## src/rtl/axi_arbiter_if.sv

```systemverilog
// axi_arbiter_if: signal bundle between the IFU/LSU requesters, the
// arbiter and the core AXI4 master port.
//   master modport : the arbiter's view (it drives req_ready, the response
//                    pulses and the io_master_* request channels).
//   slave modport  : the surrounding logic's view (requesters + AXI fabric).
// Request ports use valid/ready; responses are one-cycle pulses with read data
// on resp_rdata. io_master_* follows AXI4 with id/len/burst/size tied off.
interface axi_arbiter_if;
    logic        ifu_req_valid;
    logic        ifu_req_ready;
    logic [31:0] ifu_addr;
    logic        ifu_resp_valid;

    logic        lsu_req_valid;
    logic        lsu_req_ready;
    logic        lsu_req_write;
    logic [31:0] lsu_addr;
    logic [31:0] lsu_wdata;
    logic [3:0]  lsu_wstrb;
    logic        lsu_resp_valid;

    logic [31:0] resp_rdata;

    logic        io_master_arvalid;
    logic        io_master_arready;
    logic [31:0] io_master_araddr;
    logic        io_master_rvalid;
    logic        io_master_rready;
    logic [31:0] io_master_rdata;
    logic        io_master_awvalid;
    logic        io_master_awready;
    logic [31:0] io_master_awaddr;
    logic        io_master_wvalid;
    logic        io_master_wready;
    logic [31:0] io_master_wdata;
    logic [3:0]  io_master_wstrb;
    logic        io_master_bvalid;
    logic        io_master_bready;

    modport master (
        input  ifu_req_valid, ifu_addr,
        output ifu_req_ready, ifu_resp_valid,
        input  lsu_req_valid, lsu_req_write, lsu_addr, lsu_wdata, lsu_wstrb,
        output lsu_req_ready, lsu_resp_valid,
        output resp_rdata,
        output io_master_arvalid, io_master_araddr,
        input  io_master_arready,
        input  io_master_rvalid, io_master_rdata,
        output io_master_rready,
        output io_master_awvalid, io_master_awaddr,
        input  io_master_awready,
        output io_master_wvalid, io_master_wdata, io_master_wstrb,
        input  io_master_wready,
        input  io_master_bvalid,
        output io_master_bready
    );

    modport slave (
        output ifu_req_valid, ifu_addr,
        input  ifu_req_ready, ifu_resp_valid,
        output lsu_req_valid, lsu_req_write, lsu_addr, lsu_wdata, lsu_wstrb,
        input  lsu_req_ready, lsu_resp_valid,
        input  resp_rdata,
        input  io_master_arvalid, io_master_araddr,
        output io_master_arready,
        output io_master_rvalid, io_master_rdata,
        input  io_master_rready,
        input  io_master_awvalid, io_master_awaddr,
        output io_master_awready,
        input  io_master_wvalid, io_master_wdata, io_master_wstrb,
        output io_master_wready,
        output io_master_bvalid,
        input  io_master_bready
    );
endinterface

```

## src/rtl/axi_arbiter.sv

```systemverilog
// axi_arbiter: shares the single AXI4 master port between the IFU (reads only)
// and the LSU (reads and writes). One transaction is outstanding at a time.
// Ports:
//   clock - system clock
//   reset - asynchronous, active-low reset
//   bus   - axi_arbiter_if.master: requester valid/ready ports, response
//           pulses, resp_rdata and the io_master_* AXI channels
// Parameters:
//   PRIO_LSU   - on simultaneous requests the LSU (1) or the IFU (0) wins
//   STARVE_MAX - consecutive contended wins after which the loser is forced in
module axi_arbiter #(
    parameter bit          PRIO_LSU   = 1'b1,
    parameter int unsigned STARVE_MAX = 4
) (
    input  logic          clock,
    input  logic          reset,
    axi_arbiter_if.master bus
);

    typedef enum logic [2:0] {IDLE, RD_AR, RD_R, WR_AWW, WR_B} state_t;

    state_t      state, state_nxt;
    logic [2:0]  starve_cnt;
    logic        owner_lsu;     // requester that owns the transaction in flight
    logic        loser_lsu;     // side that lost the most recent contended grant
    logic [31:0] addr_q;
    logic [31:0] wdata_q;
    logic [3:0]  wstrb_q;
    logic        aw_done;
    logic        w_done;

    logic        both_valid;
    logic        grant_lsu;
    logic        accept;

    assign both_valid = bus.ifu_req_valid && bus.lsu_req_valid;
    assign accept     = bus.ifu_req_ready || bus.lsu_req_ready;

    // Datapath outputs come straight from the latched fields; they only mean
    // something while the matching valid is high.
    assign bus.io_master_araddr = addr_q;
    assign bus.io_master_awaddr = addr_q;
    assign bus.io_master_wdata  = wdata_q;
    assign bus.io_master_wstrb  = wstrb_q;

    always_comb begin
        state_nxt             = state;
        grant_lsu             = 1'b0;
        bus.ifu_req_ready     = 1'b0;
        bus.lsu_req_ready     = 1'b0;
        bus.ifu_resp_valid    = 1'b0;
        bus.lsu_resp_valid    = 1'b0;
        bus.resp_rdata        = 32'h0;
        bus.io_master_arvalid = 1'b0;
        bus.io_master_rready  = 1'b0;
        bus.io_master_awvalid = 1'b0;
        bus.io_master_wvalid  = 1'b0;
        bus.io_master_bready  = 1'b0;

        case (state)
            IDLE: begin
                // Ready is gated by reset so that an asserted reset silences
                // the requesters even though IDLE decodes grants combinationally.
                if (reset) begin
                    if (both_valid) begin
                        if (starve_cnt == 3'(STARVE_MAX))
                            grant_lsu = !PRIO_LSU;
                        else
                            grant_lsu = PRIO_LSU;
                    end else begin
                        grant_lsu = bus.lsu_req_valid;
                    end
                    bus.ifu_req_ready = bus.ifu_req_valid && !grant_lsu;
                    bus.lsu_req_ready = bus.lsu_req_valid && grant_lsu;
                end
                if (bus.ifu_req_ready)
                    state_nxt = RD_AR;
                else if (bus.lsu_req_ready)
                    state_nxt = bus.lsu_req_write ? WR_AWW : RD_AR;
            end
            RD_AR: begin
                bus.io_master_arvalid = 1'b1;
                if (bus.io_master_arready)
                    state_nxt = RD_R;
            end
            RD_R: begin
                bus.io_master_rready = 1'b1;
                if (bus.io_master_rvalid) begin
                    bus.ifu_resp_valid = !owner_lsu;
                    bus.lsu_resp_valid = owner_lsu;
                    bus.resp_rdata     = bus.io_master_rdata;
                    state_nxt          = IDLE;
                end
            end
            WR_AWW: begin
                // AW and W complete independently, possibly in the same cycle.
                bus.io_master_awvalid = !aw_done;
                bus.io_master_wvalid  = !w_done;
                if ((aw_done || bus.io_master_awready) && (w_done || bus.io_master_wready))
                    state_nxt = WR_B;
            end
            WR_B: begin
                bus.io_master_bready = 1'b1;
                if (bus.io_master_bvalid) begin
                    bus.lsu_resp_valid = 1'b1;
                    state_nxt          = IDLE;
                end
            end
            default: state_nxt = IDLE;
        endcase
    end

    always_ff @(posedge clock or negedge reset) begin
        if (!reset) begin
            state      <= IDLE;
            starve_cnt <= 3'd0;
            owner_lsu  <= 1'b0;
            loser_lsu  <= !PRIO_LSU;
            addr_q     <= 32'h0;
            wdata_q    <= 32'h0;
            wstrb_q    <= 4'h0;
            aw_done    <= 1'b0;
            w_done     <= 1'b0;
        end else begin
            state <= state_nxt;
            if (accept) begin
                owner_lsu <= grant_lsu;
                addr_q    <= grant_lsu ? bus.lsu_addr : bus.ifu_addr;
                wdata_q   <= bus.lsu_wdata;
                wstrb_q   <= bus.lsu_wstrb;
                aw_done   <= 1'b0;
                w_done    <= 1'b0;
                if (both_valid) begin
                    // A win by the side that lost last time ends the streak.
                    if (grant_lsu == loser_lsu)
                        starve_cnt <= 3'd0;
                    else if (starve_cnt != 3'd7)
                        starve_cnt <= starve_cnt + 3'd1;
                    loser_lsu <= !grant_lsu;
                end else begin
                    starve_cnt <= 3'd0;
                end
            end
            if (state == WR_AWW) begin
                if (bus.io_master_awready && !aw_done)
                    aw_done <= 1'b1;
                if (bus.io_master_wready && !w_done)
                    w_done <= 1'b1;
            end
        end
    end

endmodule

```

## src/flat_wrapper.sv

```systemverilog
// flat-port wrapper written by rule: the top's interface ports become plain ports
module axi_arbiter_flat 
#(
    parameter bit          PRIO_LSU   = 1'b1,
    parameter int unsigned STARVE_MAX = 4
)
  (clock, reset, bus_ifu_req_valid, bus_ifu_addr, bus_ifu_req_ready, bus_ifu_resp_valid, bus_lsu_req_valid, bus_lsu_req_write, bus_lsu_addr, bus_lsu_wdata, bus_lsu_wstrb, bus_lsu_req_ready, bus_lsu_resp_valid, bus_resp_rdata, bus_io_master_arvalid, bus_io_master_araddr, bus_io_master_arready, bus_io_master_rvalid, bus_io_master_rdata, bus_io_master_rready, bus_io_master_awvalid, bus_io_master_awaddr, bus_io_master_awready, bus_io_master_wvalid, bus_io_master_wdata, bus_io_master_wstrb, bus_io_master_wready, bus_io_master_bvalid, bus_io_master_bready);
  axi_arbiter_if bus_i ();
  input  logic clock;
  input  logic reset;
  input wire logic [$bits(bus_i.ifu_req_valid)-1:0] bus_ifu_req_valid;
  input wire logic [$bits(bus_i.ifu_addr)-1:0] bus_ifu_addr;
  output wire logic [$bits(bus_i.ifu_req_ready)-1:0] bus_ifu_req_ready;
  output wire logic [$bits(bus_i.ifu_resp_valid)-1:0] bus_ifu_resp_valid;
  input wire logic [$bits(bus_i.lsu_req_valid)-1:0] bus_lsu_req_valid;
  input wire logic [$bits(bus_i.lsu_req_write)-1:0] bus_lsu_req_write;
  input wire logic [$bits(bus_i.lsu_addr)-1:0] bus_lsu_addr;
  input wire logic [$bits(bus_i.lsu_wdata)-1:0] bus_lsu_wdata;
  input wire logic [$bits(bus_i.lsu_wstrb)-1:0] bus_lsu_wstrb;
  output wire logic [$bits(bus_i.lsu_req_ready)-1:0] bus_lsu_req_ready;
  output wire logic [$bits(bus_i.lsu_resp_valid)-1:0] bus_lsu_resp_valid;
  output wire logic [$bits(bus_i.resp_rdata)-1:0] bus_resp_rdata;
  output wire logic [$bits(bus_i.io_master_arvalid)-1:0] bus_io_master_arvalid;
  output wire logic [$bits(bus_i.io_master_araddr)-1:0] bus_io_master_araddr;
  input wire logic [$bits(bus_i.io_master_arready)-1:0] bus_io_master_arready;
  input wire logic [$bits(bus_i.io_master_rvalid)-1:0] bus_io_master_rvalid;
  input wire logic [$bits(bus_i.io_master_rdata)-1:0] bus_io_master_rdata;
  output wire logic [$bits(bus_i.io_master_rready)-1:0] bus_io_master_rready;
  output wire logic [$bits(bus_i.io_master_awvalid)-1:0] bus_io_master_awvalid;
  output wire logic [$bits(bus_i.io_master_awaddr)-1:0] bus_io_master_awaddr;
  input wire logic [$bits(bus_i.io_master_awready)-1:0] bus_io_master_awready;
  output wire logic [$bits(bus_i.io_master_wvalid)-1:0] bus_io_master_wvalid;
  output wire logic [$bits(bus_i.io_master_wdata)-1:0] bus_io_master_wdata;
  output wire logic [$bits(bus_i.io_master_wstrb)-1:0] bus_io_master_wstrb;
  input wire logic [$bits(bus_i.io_master_wready)-1:0] bus_io_master_wready;
  input wire logic [$bits(bus_i.io_master_bvalid)-1:0] bus_io_master_bvalid;
  output wire logic [$bits(bus_i.io_master_bready)-1:0] bus_io_master_bready;
  assign bus_i.ifu_req_valid = bus_ifu_req_valid;
  assign bus_i.ifu_addr = bus_ifu_addr;
  assign bus_ifu_req_ready = bus_i.ifu_req_ready;
  assign bus_ifu_resp_valid = bus_i.ifu_resp_valid;
  assign bus_i.lsu_req_valid = bus_lsu_req_valid;
  assign bus_i.lsu_req_write = bus_lsu_req_write;
  assign bus_i.lsu_addr = bus_lsu_addr;
  assign bus_i.lsu_wdata = bus_lsu_wdata;
  assign bus_i.lsu_wstrb = bus_lsu_wstrb;
  assign bus_lsu_req_ready = bus_i.lsu_req_ready;
  assign bus_lsu_resp_valid = bus_i.lsu_resp_valid;
  assign bus_resp_rdata = bus_i.resp_rdata;
  assign bus_io_master_arvalid = bus_i.io_master_arvalid;
  assign bus_io_master_araddr = bus_i.io_master_araddr;
  assign bus_i.io_master_arready = bus_io_master_arready;
  assign bus_i.io_master_rvalid = bus_io_master_rvalid;
  assign bus_i.io_master_rdata = bus_io_master_rdata;
  assign bus_io_master_rready = bus_i.io_master_rready;
  assign bus_io_master_awvalid = bus_i.io_master_awvalid;
  assign bus_io_master_awaddr = bus_i.io_master_awaddr;
  assign bus_i.io_master_awready = bus_io_master_awready;
  assign bus_io_master_wvalid = bus_i.io_master_wvalid;
  assign bus_io_master_wdata = bus_i.io_master_wdata;
  assign bus_io_master_wstrb = bus_i.io_master_wstrb;
  assign bus_i.io_master_wready = bus_io_master_wready;
  assign bus_i.io_master_bvalid = bus_io_master_bvalid;
  assign bus_io_master_bready = bus_i.io_master_bready;
  axi_arbiter #(.PRIO_LSU(PRIO_LSU), .STARVE_MAX(STARVE_MAX)) u_core (.clock(clock), .reset(reset), .bus(bus_i));
endmodule
```

## config.mk

```make
export PLATFORM = sky130hd
export DESIGN_NAME = axi_arbiter_flat
export DESIGN_NICKNAME = d
export VERILOG_FILES = /design/src/rtl/axi_arbiter_if.sv /design/src/rtl/axi_arbiter.sv /design/src/flat_wrapper.sv
export SDC_FILE = /design/constraint.sdc
export NUM_CORES = 1
export LEC_CHECK = 0
export ABC_AREA = 1
export BUFFER_PORTS_ARGS = -buffer_cell sky130_fd_sc_hd__buf_2
export CORE_AREA = 3 3 107 109
export CTS_CLUSTER_DIAMETER = 200
export DETAILED_ROUTE_END_ITERATION = 10
export DIE_AREA = 0 0 110 112
export PLACE_DENSITY = 0.74
export SYNTH_ARGS = -nofsm -noshare
export SYNTH_HDL_FRONTEND = slang
export SYNTH_SLANG_ARGS = --single-unit
export TNS_END_PERCENT = 1
```

## constraint.sdc

```tcl
create_clock -name clock -period 2.21 [get_ports clock]
set_input_delay 0.3315 -clock clock [delete_from_list [all_inputs] [get_ports clock]]
set_output_delay 0.3315 -clock clock [all_outputs]
set_load 0.01 [all_outputs]
```

==> flow_summary.toml, run 1 <==
[detailed_routing]
post_drt_wl_per_cell_um = 13.47
routed.top_layer = "met4"
wl_met3_mm = 1.082
routed_via_density = 4.499
wl_met1_mm = 5.036
drc = 0
drt_iter0_markers = 189
dr.pass1.iters = 4
routed_wl_mm = 12.09
routed-wl-met2_mm = 5.815
ant_nets = 0
vias = 4036

[place]
dp.cells = 880
gp_congestion = 0.8014
dp_hpwl_mm = 9.130
portBuffers = 282

[final_layout]
nNetsFinal = 897
num_antenna_cells = 0
areaGrowthSynthToFinish_pct = 36.54
layout_commonest_cell = "buf_2"
drive_gt1_share_pct = 42.67
final_cells = 897
layout_common_cells = "buf_2 (281), nand2_1 (163), nor2_1 (93)"

[yosys]
yosysWarningCount = 0
synth-seq-area-share_pct = 49.06
synth.area.top_cells = "dfrtp_1 (49%), nand2_1 (15%), nor2_1 (8.8%), buf_4 (7.5%), o22ai_1 (5.0%)"
avgSynthCellArea_um2 = 7.848
syn_area_um2 = 3979
synth_top_area_share_pct = 49.06
ys_seq_elements = 78
synth.distinct_cells = 28
synth_cells = 507
synth_top_area_cell = "dfrtp_1"
syn_nets = 652

[worst_setup_path]
critPathCaptureType = "output port"
critPathLaunchType = "input port"
cp.required_ns = 1.88
path_max_fanout = 22
crit_type = "input port to output port"
arrival_ns = 1.65

[power]
peakVddDrop_mv = 0.5569
p_leak_nw = 3.188
power_density_nw_per_um2 = 1248

[sta]
hold_violations = 0
hold_ws_ns = 0.1734
drv_slew = 0
tightestPinTransition_ns = 0.8021
layout_min_cycle_time_ns = 1.984
timing.slew.headroom_pct = 46.53
tns_ns = 0
rsz0062_at_grt = "false"
skew_ns = 0.01357
finalCritPeriodShare_pct = 89.78
setup_viol = 0
max_freq_mhz = 504.0

[job]
drv_cap = 0

[clocking]
root_buffer = "clkbuf_8"
clockBufferDepth = 2
cts.sinks = 78
cts_resized = 0
hold_buffers = 1
numCtsBuffers = 9
h-tree-depth = 3
cts_setup_buffers = 0
clk_pin_slew_worst_paths_ns = 0.09
cts_tree = "yes"
clk_latency_ns = 0.35

[hold_path]
hold_class = "input port to flop"

[floorplan]
start_util_pct = 37.19
core_um2 = 10700
die_y_um = 112
die_area_um2 = 12320
dieWidth_um = 110
ios = 283
rows = 38

[global_route]
track_usage_pct = 19.11
grt_max_degree = 63
grt_pass1_vias = 3793
grt-ovfl-total = 0
antenna_found_initial = 0
grt_pass1_wl_mm = 18.65

[status]
status = "finished, final reports clean"
## registers in the layout, indices dropped and copies added (netlist names)
| name | flops |
|---|---|
| u_core.aw_done | 1 |
| u_core.bus.io_master_araddr | 32 |
| u_core.bus.io_master_wdata | 32 |
| u_core.bus.io_master_wstrb | 4 |
| u_core.loser_lsu | 1 |
| u_core.owner_lsu | 1 |
| u_core.starve_cnt | 3 |
| u_core.state | 3 |
| u_core.w_done | 1 |
## worst max-delay path, cell delays in order
cell and delay (ns):
dlygate4sd3_1 0.53, buf_4 0.30, nand3_2 0.16, nor2_4 0.16
buf_2 0.16
## worst paths after layout
kind                                                       startpoint  cells past startpoint                                     endpoint  slack [ns]
setup / recovery                                                reset                      5                            bus_lsu_req_ready        0.23
hold / removal                                       bus_lsu_wdata[4]                      3    u_core.bus.io_master_wdata[4]$_DFFE_PN0P_        0.17
setup reg to reg                     u_core.starve_cnt[0]$_DFFE_PN0P_                      8  u_core.bus.io_master_araddr[12]$_DFFE_PN0P_        0.49
hold reg to reg            u_core.bus.io_master_wdata[13]$_DFFE_PN0P_                      2   u_core.bus.io_master_wdata[13]$_DFFE_PN0P_        0.48
max in group asynchronous                                       reset                      3   u_core.bus.io_master_wdata[27]$_DFFE_PN0P_        0.68
min in group asynchronous                                       reset                      2                 u_core.loser_lsu$_DFFE_PN0P_        0.42
## layer usage
layer	global-route usage (%)	up-vias
li1	-	2037
met1	25.89	1819
met4	5.736	0
met3	5.159	13
met5	0	-
met2	29.81	167
## cell families (layout without fill, tap and decap cells)
kind of cell,Yosys count,count (layout),synth area share [%]
AOI/OAI and AO/OA,46,46,7.327
adders and majority gates,3,3,0.9435
and+or+nand+nor,288,288,29.62
DFF,78,78,49.06
buffers and inverters,92,342,13.05
## metrics by stage
stage | total power [W] | area, um2 | util (%) | setup WS [ns]
floorplan | 0.004765 | 3979 | - | 0.7190
global placement | 0.005769 | 5239 | 48.97 | 0.5588
detailed placement | 0.005839 | 5239 | 48.97 | 0.5181
CTS | 0.006893 | 5433 | 50.78 | 0.1992
global route | 0.007404 | 5433 | 50.78 | 0.04000
finish | 0.006780 | 5433 | 50.78 | 0.2260
## cell usage after synthesis
cell	instances
a21oi_1	2
a22oi_1	1
buf_2	5
buf_4	40
buf_6	2
clkbuf_1	9
dfrtp_1	78
ha_1	3
inv_1	30
inv_2	5
inv_4	1
nand2_1	163
nand3_1	6
nand3_2	1
nand3_4	1
nand3b_1	1
nand4_1	3
nand4_2	1
nor2_1	93
nor2_4	1
nor3_1	2
o211ai_4	1
o21ai_0	8
o21ai_1	1
o22ai_1	32
o31ai_1	1
or2_1	8
or2_2	8
## where the power goes
part	switching, W	internal, W
Combinational	0.00193	0.00134
Sequential	0.000432	0.00208
Clock	0.000553	0.000450
## area by class of cell
| type | count | area [um2] |
|---|---|---|
| flip-flops and latches | 78 | 1952 |
| fillers | 1095 | 5265 |
| inverters | 36 | 137.6 |
| clock inverters | 5 | 42.54 |
| multi-input cells | 337 | 1508 |
| clock buffers | 11 | 141.4 |
| well taps | 140 | 175.2 |
| repair buffers | 290 | 1476 |
(Power assumes the default switching activity.)
==> run 2, diff against run 1 <==
CORE_AREA = not set   (was 3 3 107 109)
CORE_MARGIN = 10   (was not set)
CORE_UTILIZATION = 45   (was not set)
DIE_AREA = not set   (was 0 0 110 112)
PLACE_DENSITY = 0.87   (was 0.74)
==> flow_summary.toml, run 2 (synthesis gave the netlist of run 1 again) <==
[final_layout]
nNetsFinal = 897
layout_common_cells = "buf_2 (281), nand2_1 (163), nor2_1 (93)"
areaGrowthSynthToFinish_pct = 36.42
drive_gt1_share_pct = 42.67
final_cells = 865
num_antenna_cells = 0
layout_commonest_cell = "buf_2"
utilization_pct = 62.54

[sta]
finalCritPeriodShare_pct = 90.88
hold_violations = 0
layout_min_cycle_time_ns = 2.008
setup_ws_ns = 0.2016
timing.slew.headroom_pct = 59.55
skew_ns = 0.01645
tns_ns = 0
max_freq_mhz = 497.9
tightestPinTransition_ns = 0.6058
setup_viol = 0
rsz0062_at_grt = "false"
drv_slew = 0

[worst_setup_path]
slowest_stage = "dfrtp_1"
arrival_ns = 1.68
r2r_end = "u_core.bus.io_master_araddr[3]$_DFFE_PN0P_"
crit_chain = "inv_2 > nand3_1 > buf_4 > nor2_1 > buf_2"
setup.worst_path.start = "u_core.state[0]$_DFFE_PN0P_"
reg2regPathDepth = 8
cp-endpoint = "bus_resp_rdata[6]"
ff2ff_setup_slack_ns = 0.51
cpPeakStageDelay_ns = 0.41
cp.required_ns = 1.88
r2r_start = "u_core.starve_cnt[0]$_DFFE_PN0P_"
critPathCaptureType = "output port"
critPathLaunchType = "flop"
crit_type = "flop to output port"
path_max_fanout = 13

[power]
power_frac_seq_pct = 36.4
peakVddDrop_mv = 0.7904
p_clk_share_pct = 15.8
power.switching_w = 0.002965
p_int_w = 0.004004
comb_power_share_pct = 47.8
swShare_pct = 42.55
power_density_nw_per_um2 = 1284
p_leak_nw = 3.205

[global_route]
grt-ovfl-total = 0
track_usage_pct = 19.32
grt_max_degree = 47
grt_pass1_vias = 4023
grt_pass1_wl_mm = 20.63
antenna_found_initial = 0

[place]
dp_slack_ns = 0.5127
portBuffers = 282
dp_hpwl_mm = 10.73
dp.cells = 848
gp_congestion = 0.8460

[detailed_routing]
drc = 0
vias = 4027
ant_nets = 0
dr.pass1.iters = 7
routed_via_density = 4.655
routed_wl_mm = 13.37
drt_iter0_markers = 229
post_drt_wl_per_cell_um = 15.46

[status]
status = "finished, final reports clean"

[clocking]
clk_pin_slew_worst_paths_ns = 0.09
cts_setup_buffers = 0
cts_resized = 0
cts.sinks = 78
clockBufferDepth = 2
root_buffer = "clkbuf_8"
numCtsBuffers = 9
hold_buffers = 1
h-tree-depth = 3
cts_tree = "yes"
clk_latency_ns = 0.35

[job]
drv_cap = 0

[floorplan]
rows = 34
dieWidth_um = 114.0
core_um2 = 8678
die_area_um2 = 13000
ios = 283
start_util_pct = 45.85
die_y_um = 114.0

[hold_path]
hold_class = "input port to flop"
-- run 2: worst max-delay path: cells and delay by family (launching register included) --
family	cells	cell delay (ns)
buf+inv	3	0.55
flops	1	0.41
simple gates	2	0.37
-- run 2: final cells by class --
type	instances	area, um2
Fill cell	776	3251
Sequential cell	78	1952
Multi-Input combinational cell	337	1508
Timing Repair Buffer	290	1489
Clock buffer	11	141.4
Inverter	36	137.6
Tap cell	108	135.1
Clock inverter	5	65.06
-- run 2: layer usage --
metal | part of all wire [%] | global-route usage [%] | vias to the layer above
li1 | - | - | 2036
met1 | 39 | 21.88 | 1809
met3 | 10 | 8.294 | 12
met2 | 50 | 32.76 | 170
met5 | 0 | 0 | -
met4 | 1.0 | 4.762 | 0
-- run 2: power groups by stage --
stage          registers [W]  clock network [W]  logic (W)
2_1_floorplan        0.00277                  0    0.00199
3_3_place_gp         0.00253                  0    0.00332
3_5_place_dp         0.00253                  0    0.00341
4_1_cts              0.00254            0.00113    0.00340
5_1_grt              0.00262            0.00120    0.00373
6_report             0.00253            0.00110    0.00333
-- run 2: how the worst min path moves through the flow --
| stage | start | endpoint | cells past startpoint |
|---|---|---|---|
| 6_report | bus_lsu_wdata[17] | u_core.bus.io_master_wdata[17]$_DFFE_PN0P_ | 3 |
| 5_1_grt | bus_lsu_wdata[16] | u_core.bus.io_master_wdata[16]$_DFFE_PN0P_ | 3 |
| 4_1_cts | bus_lsu_wdata[19] | u_core.bus.io_master_wdata[19]$_DFFE_PN0P_ | 3 |
| 3_5_place_dp | reset | u_core.loser_lsu$_DFFE_PN0P_ | 1 |
| 3_3_place_gp | reset | u_core.loser_lsu$_DFFE_PN0P_ | 1 |
| 2_1_floorplan | reset | u_core.aw_done$_DFF_PN0_ | 0 |
-- run 2: through the flow --
stage	power, W	hold WS, ns	cell area (um2)
detailed placement	0.005946	0.1559	5211
finish	0.006969	0.1710	5428
CTS	0.007067	0.1587	5428
global placement	0.005846	0.1533	5211
global route	0.007556	0.1646	5428
floorplan	0.004765	0.03591	3979
==> run 3, diff against run 2 <==
CORE_AREA = 2 2 109 111   (was not set)
CORE_MARGIN = not set   (was 10)
CORE_UTILIZATION = not set   (was 45)
DIE_AREA = 0 0 111 113   (was not set)
PLACE_DENSITY = 0.69   (was 0.87)
==> flow_summary.toml, run 3 (synthesis gave the netlist of run 1 again) <==
[status]
status = "finished, final reports clean"

[detailed_routing]
vias = 3961
post_drt_wl_per_cell_um = 13.19
ant_nets = 0
drt_iter0_markers = 227
routed_via_density = 4.396
routed_wl_mm = 11.88
drc = 0
dr.pass1.iters = 4

[clocking]
cts_resized = 0
numCtsBuffers = 9
clk_latency_ns = 0.33
cts_tree = "yes"
h-tree-depth = 3
cts.sinks = 78
clockBufferDepth = 2
root_buffer = "clkbuf_16"
clk_pin_slew_worst_paths_ns = 0.06

[sta]
layout_min_cycle_time_ns = 2.029
skew_ns = 0.005185
timing.slew.headroom_pct = 53.76
rsz0062_at_grt = "false"
max_freq_mhz = 492.8
finalCritPeriodShare_pct = 91.82
tightestPinTransition_ns = 0.6936
setup_viol = 0
tns_ns = 0
hold_violations = 0
hold_ws_ns = 0.1926
drv_slew = 0

[final_layout]
final_cells = 901
nNetsFinal = 898
layout_commonest_cell = "buf_2"
fillers = 1137
drive_gt1_share_pct = 42.74
num_antenna_cells = 0
layout_common_cells = "buf_2 (281), nand2_1 (163), nor2_1 (93)"
areaGrowthSynthToFinish_pct = 40.31

[worst_setup_path]
crit_family = "buffers and inverters"
setup.worst_path.start = "u_core.state[0]$_DFFE_PN0P_"
cp.required_ns = 1.88
crit_type = "flop to output port"
path_max_fanout = 10
crit_chain = "inv_2 > nand3_1 > inv_1 > nand2_1 > o21ai_0 > buf_2"
cp_num_buf_inv = 3
cpPeakStageDelay_ns = 0.41
arrival_ns = 1.70
critPathLaunchType = "flop"
r2r_start = "u_core.starve_cnt[0]$_DFFE_PN0P_"
critPathCaptureType = "output port"
slowest_stage = "dfrtp_1"

[floorplan]
core_um2 = 11270
dieWidth_um = 111
die_area_um2 = 12540
start_util_pct = 35.30
ios = 283
rows = 39
die_y_um = 113

[place]
dp_hpwl_mm = 8.980
portBuffers = 282
dp.cells = 884
gp_congestion = 0.8183

[job]
drv_cap = 0

[global_route]
antenna_found_initial = 0
grt_pass1_wl_mm = 18.73
grt_max_degree = 56
track_usage_pct = 18.36
grt-ovfl-total = 0
grt_pass1_vias = 3694

[power]
power_density_nw_per_um2 = 1321
p_leak_nw = 3.256
peakVddDrop_mv = 0.5686

[hold_path]
hold_class = "input port to flop"
hp-start = "bus_lsu_wdata[3]"
run 3: cell count changes in the layout (fill, tap and decap cells not counted), sizes merged:
cell,delta
clkinvlp,+1
bufinv,+1
inv,-1
buf,+1
clkbuf,-1
run 3: final timing paths:
check                                                              end  slack, ns  depth (start not counted)
setup / recovery                                    bus_lsu_resp_valid       0.18                          6
hold / removal               u_core.bus.io_master_wdata[3]$_DFFE_PN0P_       0.19                          3
setup reg to reg           u_core.bus.io_master_araddr[26]$_DFFE_PN0P_       0.49                          8
hold reg to reg             u_core.bus.io_master_wdata[14]$_DFFE_PN0P_       0.47                          2
max in group asynchronous   u_core.bus.io_master_araddr[4]$_DFFE_PN0P_       0.90                          3
min in group asynchronous             u_core.starve_cnt[2]$_DFFE_PN0P_       0.40                          2
run 3: metal layers:
metal	wire length [um]	track usage, %	vias to the layer above
met5	0	0	-
met1	5355	25.48	1751
met4	112	4.167	0
li1	-	-	2035
met3	874	4.981	10
met2	5538	28.96	165
run 3: cell type report:
cell class                 instances  area (um2)  area share [%]
timing repair buffer             291        1484           26.58
tap                              143       178.9           3.205
sequential                        78        1952           34.96
clock inverter                     6       93.84           1.681
clock buffer                      10       229.0           4.101
multi-input combinational        337        1508           27.01
inverter                          36       137.6           2.465
run 3: what timing repair did:
action,4_1_cts,5_1_grt
hold buffers,1,0
hold endpoints to repair,3,0
setup buffers,0,0
setup endpoints to repair,0,0
run 3: tightest hold or removal path, delay by kind of cell:
| family | cells | cell delay (ns) |
|---|---|---|
| and+or+nand+nor | 2 | 0.08 |
| buffers and inverters | 1 | 0.07 |
run 3: stage by stage:
step                instance area, um2  power, W  setup WS (ns)  util [%]
detailed placement                5250  0.005847         0.4843     46.58
global route                      5583  0.007942        0.07956     49.53
finish                            5583  0.007377         0.1808     49.53
CTS                               5583  0.007479         0.2077     49.53
global placement                  5250  0.005792         0.5423     46.58
floorplan                         3979  0.004765         0.7190         -
run 3: where the power goes:
part	internal (W)	switching, W
clock network	0.000997	0.000581
registers	0.00209	0.000447
logic	0.00134	0.00192
total	0.00443	0.00295
